## src/rtl/fifo_pkg.sv

```systemverilog
// Shared types and constants for the matrix FIFO read path.
package fifo_pkg;

   localparam int FIFO_DATA_WIDTH = 8;
   localparam int READER_MAX_LEN  = 8;
   localparam int READER_LEN_W    = $clog2(READER_MAX_LEN + 1);
   localparam int SKID_DEPTH      = 2;

   typedef logic [FIFO_DATA_WIDTH-1:0] data_t;
   typedef logic [READER_LEN_W-1:0]    rd_len_t;

   typedef enum logic [1:0] {
      IDLE = 2'd0,
      RUN  = 2'd1,
      DONE = 2'd2
   } reader_state_e;

endpackage

```

## src/rtl/skid_buffer2.sv

```systemverilog
// Two-entry circular buffer that re-times FIFO read data toward the consumer.
module skid_buffer2
   import fifo_pkg::*;
#(
   parameter int DATA_WIDTH = FIFO_DATA_WIDTH
) (
   input  logic                  i_clk,
   input  logic                  i_rst_n,
   input  logic                  i_wr_en,
   input  logic                  i_rd_en,
   input  logic [DATA_WIDTH-1:0] i_data_in,
   output logic [DATA_WIDTH-1:0] o_data_out,
   output logic [1:0]            o_occ
);

   logic [DATA_WIDTH-1:0] r_mem [0:SKID_DEPTH-1];
   logic                  r_wr_ptr;
   logic                  r_rd_ptr;
   logic [1:0]            r_occ;

   // The caller's credit check guarantees no write while full and no read while empty.
   always_ff @(posedge i_clk or negedge i_rst_n) begin
      if (!i_rst_n) begin
         r_mem[0] <= '0;
         r_mem[1] <= '0;
         r_wr_ptr <= 1'b0;
         r_rd_ptr <= 1'b0;
         r_occ    <= 2'd0;
      end else begin
         if (i_wr_en) begin
            r_mem[r_wr_ptr] <= i_data_in;
            r_wr_ptr        <= ~r_wr_ptr;
         end
         if (i_rd_en) begin
            r_rd_ptr <= ~r_rd_ptr;
         end
         case ({i_wr_en, i_rd_en})
            2'b10:   r_occ <= r_occ + 2'd1;
            2'b01:   r_occ <= r_occ - 2'd1;
            default: r_occ <= r_occ;
         endcase
      end
   end

   assign o_data_out = r_mem[r_rd_ptr];
   assign o_occ      = r_occ;

endmodule

```

## src/rtl/fifo_row_reader.sv

```systemverilog
// Pops a commanded number of words from a 1-cycle-latency FIFO and streams
// them out through a skid buffer on a valid/ready interface.
module fifo_row_reader
   import fifo_pkg::*;
#(
   parameter int DATA_WIDTH = FIFO_DATA_WIDTH,
   parameter int MAX_LEN    = READER_MAX_LEN,
   parameter int LEN_W      = $clog2(MAX_LEN + 1)
) (
   input  logic                  i_clk,
   input  logic                  i_rst_n,
   input  logic                  i_start,
   input  logic [LEN_W-1:0]      i_len,
   output logic                  o_busy,
   output logic                  o_done,
   input  logic                  i_fifo_empty,
   output logic                  o_fifo_pop,
   input  logic [DATA_WIDTH-1:0] i_fifo_data,
   output logic [DATA_WIDTH-1:0] o_out_data,
   output logic                  o_out_valid,
   input  logic                  i_out_ready
);

   reader_state_e    r_state;
   logic [LEN_W-1:0] r_pop_rem;
   logic [LEN_W-1:0] r_out_rem;
   logic             r_inflight;

   logic [1:0]       w_occ;
   logic [2:0]       w_pending;
   logic             w_fire;
   logic             w_pop;
   logic [LEN_W-1:0] w_len_sat;

   assign w_len_sat   = (i_len > LEN_W'(MAX_LEN)) ? LEN_W'(MAX_LEN) : i_len;
   assign o_out_valid = (w_occ != 2'd0);
   assign w_fire      = o_out_valid & i_out_ready;

   // Words already buffered plus the one still coming back from the FIFO must
   // fit in the skid buffer, counting the slot freed by a same-cycle fire.
   assign w_pending = {1'b0, w_occ} + {2'b00, r_inflight};
   assign w_pop     = (r_state == RUN) && (r_pop_rem != '0) && !i_fifo_empty &&
                      (w_pending < (3'(SKID_DEPTH) + {2'b00, w_fire}));

   assign o_fifo_pop = w_pop;
   assign o_busy     = (r_state == RUN);
   assign o_done     = (r_state == DONE);

   always_ff @(posedge i_clk or negedge i_rst_n) begin
      if (!i_rst_n) begin
         r_state    <= IDLE;
         r_pop_rem  <= '0;
         r_out_rem  <= '0;
         r_inflight <= 1'b0;
      end else begin
         r_inflight <= w_pop;
         case (r_state)
            IDLE: begin
               if (i_start) begin
                  r_pop_rem <= w_len_sat;
                  r_out_rem <= w_len_sat;
                  r_state   <= (w_len_sat == '0) ? DONE : RUN;
               end
            end
            RUN: begin
               if (w_pop) begin
                  r_pop_rem <= r_pop_rem - LEN_W'(1);
               end
               if (w_fire) begin
                  r_out_rem <= r_out_rem - LEN_W'(1);
                  if (r_out_rem == LEN_W'(1)) begin
                     r_state <= DONE;
                  end
               end
            end
            DONE: begin
               r_state <= IDLE;
            end
            default: begin
               r_state <= IDLE;
            end
         endcase
      end
   end

   skid_buffer2 #(
      .DATA_WIDTH (DATA_WIDTH)
   ) u_skid (
      .i_clk      (i_clk),
      .i_rst_n    (i_rst_n),
      .i_wr_en    (r_inflight),
      .i_rd_en    (w_fire),
      .i_data_in  (i_fifo_data),
      .o_data_out (o_out_data),
      .o_occ      (w_occ)
   );

endmodule

```

## config.mk

```make
export PLATFORM = sky130hd
export DESIGN_NAME = fifo_row_reader
export DESIGN_NICKNAME = d
export VERILOG_FILES = /design/src/rtl/fifo_pkg.sv /design/src/rtl/skid_buffer2.sv /design/src/rtl/fifo_row_reader.sv
export SDC_FILE = /design/constraint.sdc
export NUM_CORES = 1
export LEC_CHECK = 0
export ABC_AREA = 1
export CAP_MARGIN = 20
export CORE_UTILIZATION = 40
export DETAILED_ROUTE_END_ITERATION = 10
export PLACE_DENSITY_LB_ADDON = 0.12
export RECOVER_POWER = 50
export REMOVE_ABC_BUFFERS = 1
export SLEW_MARGIN = 10
export SYNTH_ARGS = -nofsm -noshare
export SYNTH_HDL_FRONTEND = slang
export SYNTH_HIERARCHICAL = 1
export SYNTH_SLANG_ARGS = --single-unit
```

## constraint.sdc

```tcl
create_clock -name i_clk -period 2.7 [get_ports i_clk]
set_input_delay 0.405 -clock i_clk [delete_from_list [all_inputs] [get_ports i_clk]]
set_output_delay 0.405 -clock i_clk [all_outputs]
set_load 0.005 [all_outputs]
```

Yosys cells after proc, flatten, opt, wreduce, memory -nomap -nowiden
Index checks and enable logic that the tools add are counted.
Cells by class
  add/subtract/negate cells: 6
  magnitude comparators: 5
  equality and inequality tests: 9
  muxes and demuxes: 18
  bitwise logic cells: 5
  reduce and logical (&&, ||, !) cells: 14
Operators by type and width (count)
  $mux 8: 4
  $bwmux 16: 1
  $mux 4: 4
  $pmux 4 s2: 2
  $reduce_and 3->1: 3
  $demux 8 s1: 1
  $mux 2: 4
  $pmux 2 s2: 2
  $sub 4x1->4 const B: 2
  $ne 2x1->1 const B: 3
  $reduce_bool 2->1: 3
  $eq 2x1->1 const B: 2
  $eq 2x2->1 const B: 2
  $eq 4x1->1 const B: 1
  $ge 2x2->1 const B: 2
  $gt 4x4->1 const B: 1
  $logic_and 1x1->1: 4
  $logic_not 4->1: 1
  $not 1->2: 2
  $reduce_bool 4->1: 1
  $add 2x1->3: 1
  $add 2x1->3 const A: 1
  $lt 3x3->1: 1
  $add 2x1->2 const B: 1
  other kinds (7): 8
Storage, ports and cells
  bits in registers: 31
  bits of input ports: 17
  output and inout port bits: 12
  logic and storage cells: 66

Logic depth before layout (Yosys ltp)
  depth in word-level cells: 7
  mapped depth: 10
  depth with buffers taken out: 10

Modules after synthesis
The synthesis kept the hierarchy.
By module, submodules not included
  skid_buffer2: times used 1, cells an instance 107, area an instance 939.7 µm², sequential area each 500.5 µm²
  fifo_row_reader: times used 1, cells an instance 114, area an instance 758.2 µm², sequential area each 275.3 µm²

Least setup slack after synthesis
No wires, ideal clock.
  path type: register to output
  from: reg u_skid.r_occ[0], in the netlist u_skid/o_occ[0]
  to: out o_fifo_pop
  arrival: 1.173 ns
  required time: 2.295 ns
  setup slack: 1.122 ns
  cell stages (with the launch flop): 8
  buffers on the path: 0
  path through: dfrtp_1 > ha_1 > ha_1 > nor2_1 > nand2_2 > nor2_2 > nand2_2 > inv_1
Between the ends
  longest elaborated chain between the ends: 5
  elaborated cells between the ends (all ways): 6
  classes of those cells: 2 x add/sub; 1 x order compare; 1 x bitwise; 2 x reduce/logical
RTL lines
  start: declaration: RTL line skid_buffer2.sv:19  | logic [1:0] r_occ;
  start signal: assignment: RTL line skid_buffer2.sv:38  | 2'b10: r_occ <= r_occ + 2'd1;
  start signal: assignment: RTL line skid_buffer2.sv:39  | 2'b01: r_occ <= r_occ - 2'd1;
  start signal: assignment: RTL line skid_buffer2.sv:40  | default: r_occ <= r_occ;
  $reduce_bool 2->1: RTL line fifo_row_reader.sv:36  | assign o_out_valid = (w_occ != 2'd0);
  $and 1x1->1: RTL line fifo_row_reader.sv:37  | assign w_fire = o_out_valid & i_out_ready;
  $add 2x1->3: RTL line fifo_row_reader.sv:43  | (w_pending < (3'(SKID_DEPTH) + {2'b00, w_fire}));
  $lt 3x3->1 (*): RTL line fifo_row_reader.sv:43
  $logic_and 1x1->1 (*): RTL line fifo_row_reader.sv:42  | assign w_pop = (r_state == RUN) && (r_pop_rem != '0) && !i_fifo_empty &&
  end: declaration: RTL line fifo_row_reader.sv:17  | output logic o_fifo_pop,
Every way passes the cells marked *; elsewhere a longest branch is shown, timed or not.

Worst setup path after layout
Ends and elaborated chain as after synthesis.

==> results.cfg <==
[run]
cap_violations = 1

[final_layout]
regArea_um2 = 776
drive_above_1_share_pct = 9.49
multi_input_area_um2 = 732
stdcell_count = 303
syn2layout_area_growth_pct = 22.8
final_core_util_pct = 51.7
final_cell_area_um2 = 2080
fillerInstances = 412
layout.nets = 275
antennaDiodeCount = 0

[die]
initial_utilization_pct = 42.1
core-area_um2 = 4030
die_w_um = 67.2
io_pins = 29
die-height_um = 67.2
die_area_um2 = 4510
rows = 23

[route]
dr_total_vias = 1389
drt_iter0_markers = 42
vias_per_cell = 4.58
drtPass1Iterations = 4
drc = 0
avgRoutedWirePerCell_um = 10.2
detail-route-antenna-nets = 0
totalWireLength_um = 3080

[clocking]
cts_tree = yes
numCtsBuffers = 5
post_cts_buffers = 0
cts_resized = 0
cts.clk_slew.worst_paths_ps = 60
clk_latency_ps = 280
numClockSinks = 31
cts-htree-levels = 2
clock_path_buffers = 2
cts.hold.buffers_added = 0
clock_tree.root_cell = clkbuf_8

[synth]
yosysMostFrequentCell = nand2_1
synth_ff_type = dfrtp_1
synth.top_cell.area_share_pct = 45.7
yosys.area_share.simple_pct = 25.8
synthTopCellsByArea = dfrtp_1 46%, nand2_1 15%, inv_1 8.2%
yosysTopAreaCell = dfrtp_1
ys_ff_latch = 31
synth.avg_cell_area_um2 = 7.68
yosys.area_share.xor_xnor_pct = 1.55
synth-compound-area-share_pct = 11.3
synth_top_family_by_area = simple AND/OR/NAND/NOR gates
synth_area_um2 = 1700
synthMuxAreaShare_pct = 0
synth-seq-area-share_pct = 45.7
synth-adder-area-share_pct = 4.42
synthTopCellsByCount = 70 x nand2_1, 37 x inv_1, 31 x dfrtp_1
ys_warn_count = 6
synth_cell_types = 23
synth-edff-count = 0
synthCells = 221
async_flop_share_pct = 100

[timing]
fin_crit_ps = 2430
holdWs_ps = 479
hold_violations = 0
fmax_ghz = 0.411
finClkSkew_ps = 2.85
worst_pin_slew_ps = 1660
setup_viol = 0
finalCritPeriodShare_pct = 90.1
fin_setup_tns_ps = 0
setup_ws_ps = 268
slew_headroom_pct = -10.6
finalMaxSlewViolations = 32
rsz0062_at_grt = false

[critical_path]
cp.required_ps = 2300
start_kind = register
crit_chain = ha_1, ha_1, nor2_1, nand2_2, nor2_2, nand2_2, inv_1, clkdlybuf4s50_1
critPathMaxStageDelay_ps = 490
end_kind = primary output
critPathArrivalTime_ps = 2030
worstPathMaxFanout = 6
path_delay_family = buffers and inverters
path_class = reg -> out
cp_num_buf_inv = 2
cp_slowest_cell = clkdlybuf4s50_1

[global_routing]
grt-ovfl-total = 0
grt_pass1_vias = 1314
track_usage_pct = 16.7
grt_max_degree = 32
antenna_found_initial = 0
grt_pass1_wl_um = 5500

[hold_path]
min_path_type = reg -> reg

[power_and_ir_drop]
ir_drop_mv = 0.527
p_leak_nw = 1.10
cellPowerDensity_nw_per_um2 = 1110
p_total_mw = 2.32

[placement]
portBuffers = 28
place.detailed.hpwl_um = 2240
place_area_um2 = 2000
dp_worst_setup_slack_ps = 514
dp.cells = 295
place_congestion = 0.825

[outcome]
violations = max-capacitance violations, max-slew violations
status = finished with violations
layer usage:
metal / GRT usage [%] / up-vias / part of all wire [%] / wire length, µm
li1: - / 742 / - / -
met1: 20.0 / 612 / 46 / 1430
met2: 27.8 / 30 / 46 / 1430
met3: 6.08 / 5 / 5.8 / 179
met4: 5.59 / 0 / 1.4 / 44
met5: 0 / - / 0 / 0
path summary, 6_finish.rpt:
path	from	to	slack [ps]	cells past startpoint
max in group asynchronous	i_rst_n	r_state[0]	660	2
hold / removal	u_skid/r_mem[12]	u_skid/r_mem[12]	480	2
setup reg to reg	u_skid/o_occ[0]	r_pop_rem[1]	1250	9
setup / recovery	u_skid/o_occ[0]	o_fifo_pop	270	8
min in group asynchronous	i_rst_n	u_skid/r_mem[8]	1080	2
hold reg to reg	u_skid/r_mem[12]	u_skid/r_mem[12]	480	2
logic make-up after synthesis:
logic type	after synthesis
xor gates and xnor gates	3
buffers and inverters	44
adders and majority gates	6
AOI/OAI and AO/OA	32
DFF	31
and+or+nand+nor	105
registers in the layout, summed over array words and instances (netlist names):
name	cells
r_out_rem	4
r_inflight	1
u_skid/r_rd_ptr	1
u_skid/o_occ	2
u_skid/r_wr_ptr	1
r_state	2
r_pop_rem	4
u_skid/r_mem	16
worst register-to-register path, delay by kind of cell (launching register included):
family,cells,cell delay [ps]
and+or+nand+nor,7,590
DFF,1,430
adders and majority gates,2,380
layout make-up:
| type | count | area share (%) |
|---|---|---|
| Multi-Input combinational cell | 146 | 35.1 |
| Clock inverter | 3 | 0.720 |
| Tap cell | 50 | 3.00 |
| Sequential cell | 31 | 37.2 |
| Inverter | 39 | 7.02 |
| Timing Repair Buffer | 29 | 13.6 |
| Clock buffer | 5 | 3.30 |
where the power goes:
group          total, mW  leakage (nW)  switching, mW  internal [mW]
registers          0.868         0.381          0.180          0.688
clock network      0.343        0.0477          0.167          0.176
logic               1.11         0.668          0.573          0.538
placed cells by master, fill, tap and decap left out, types with 3 or more instances in the layout:
cell type / synthesis / final
clkbuf_8: 0 / 5
clkinv_2: 0 / 3
dfrtp_1: 31 / 31
nor2_1: 12 / 12
nand2_2: 4 / 4
nand2_1: 70 / 70
inv_1: 37 / 37
clkdlybuf4s50_1: 0 / 26
o21ai_2: 8 / 8
ha_1: 6 / 6
nand3_1: 14 / 14
o21ai_0: 22 / 22
Power figures use the tool's default switching activity.
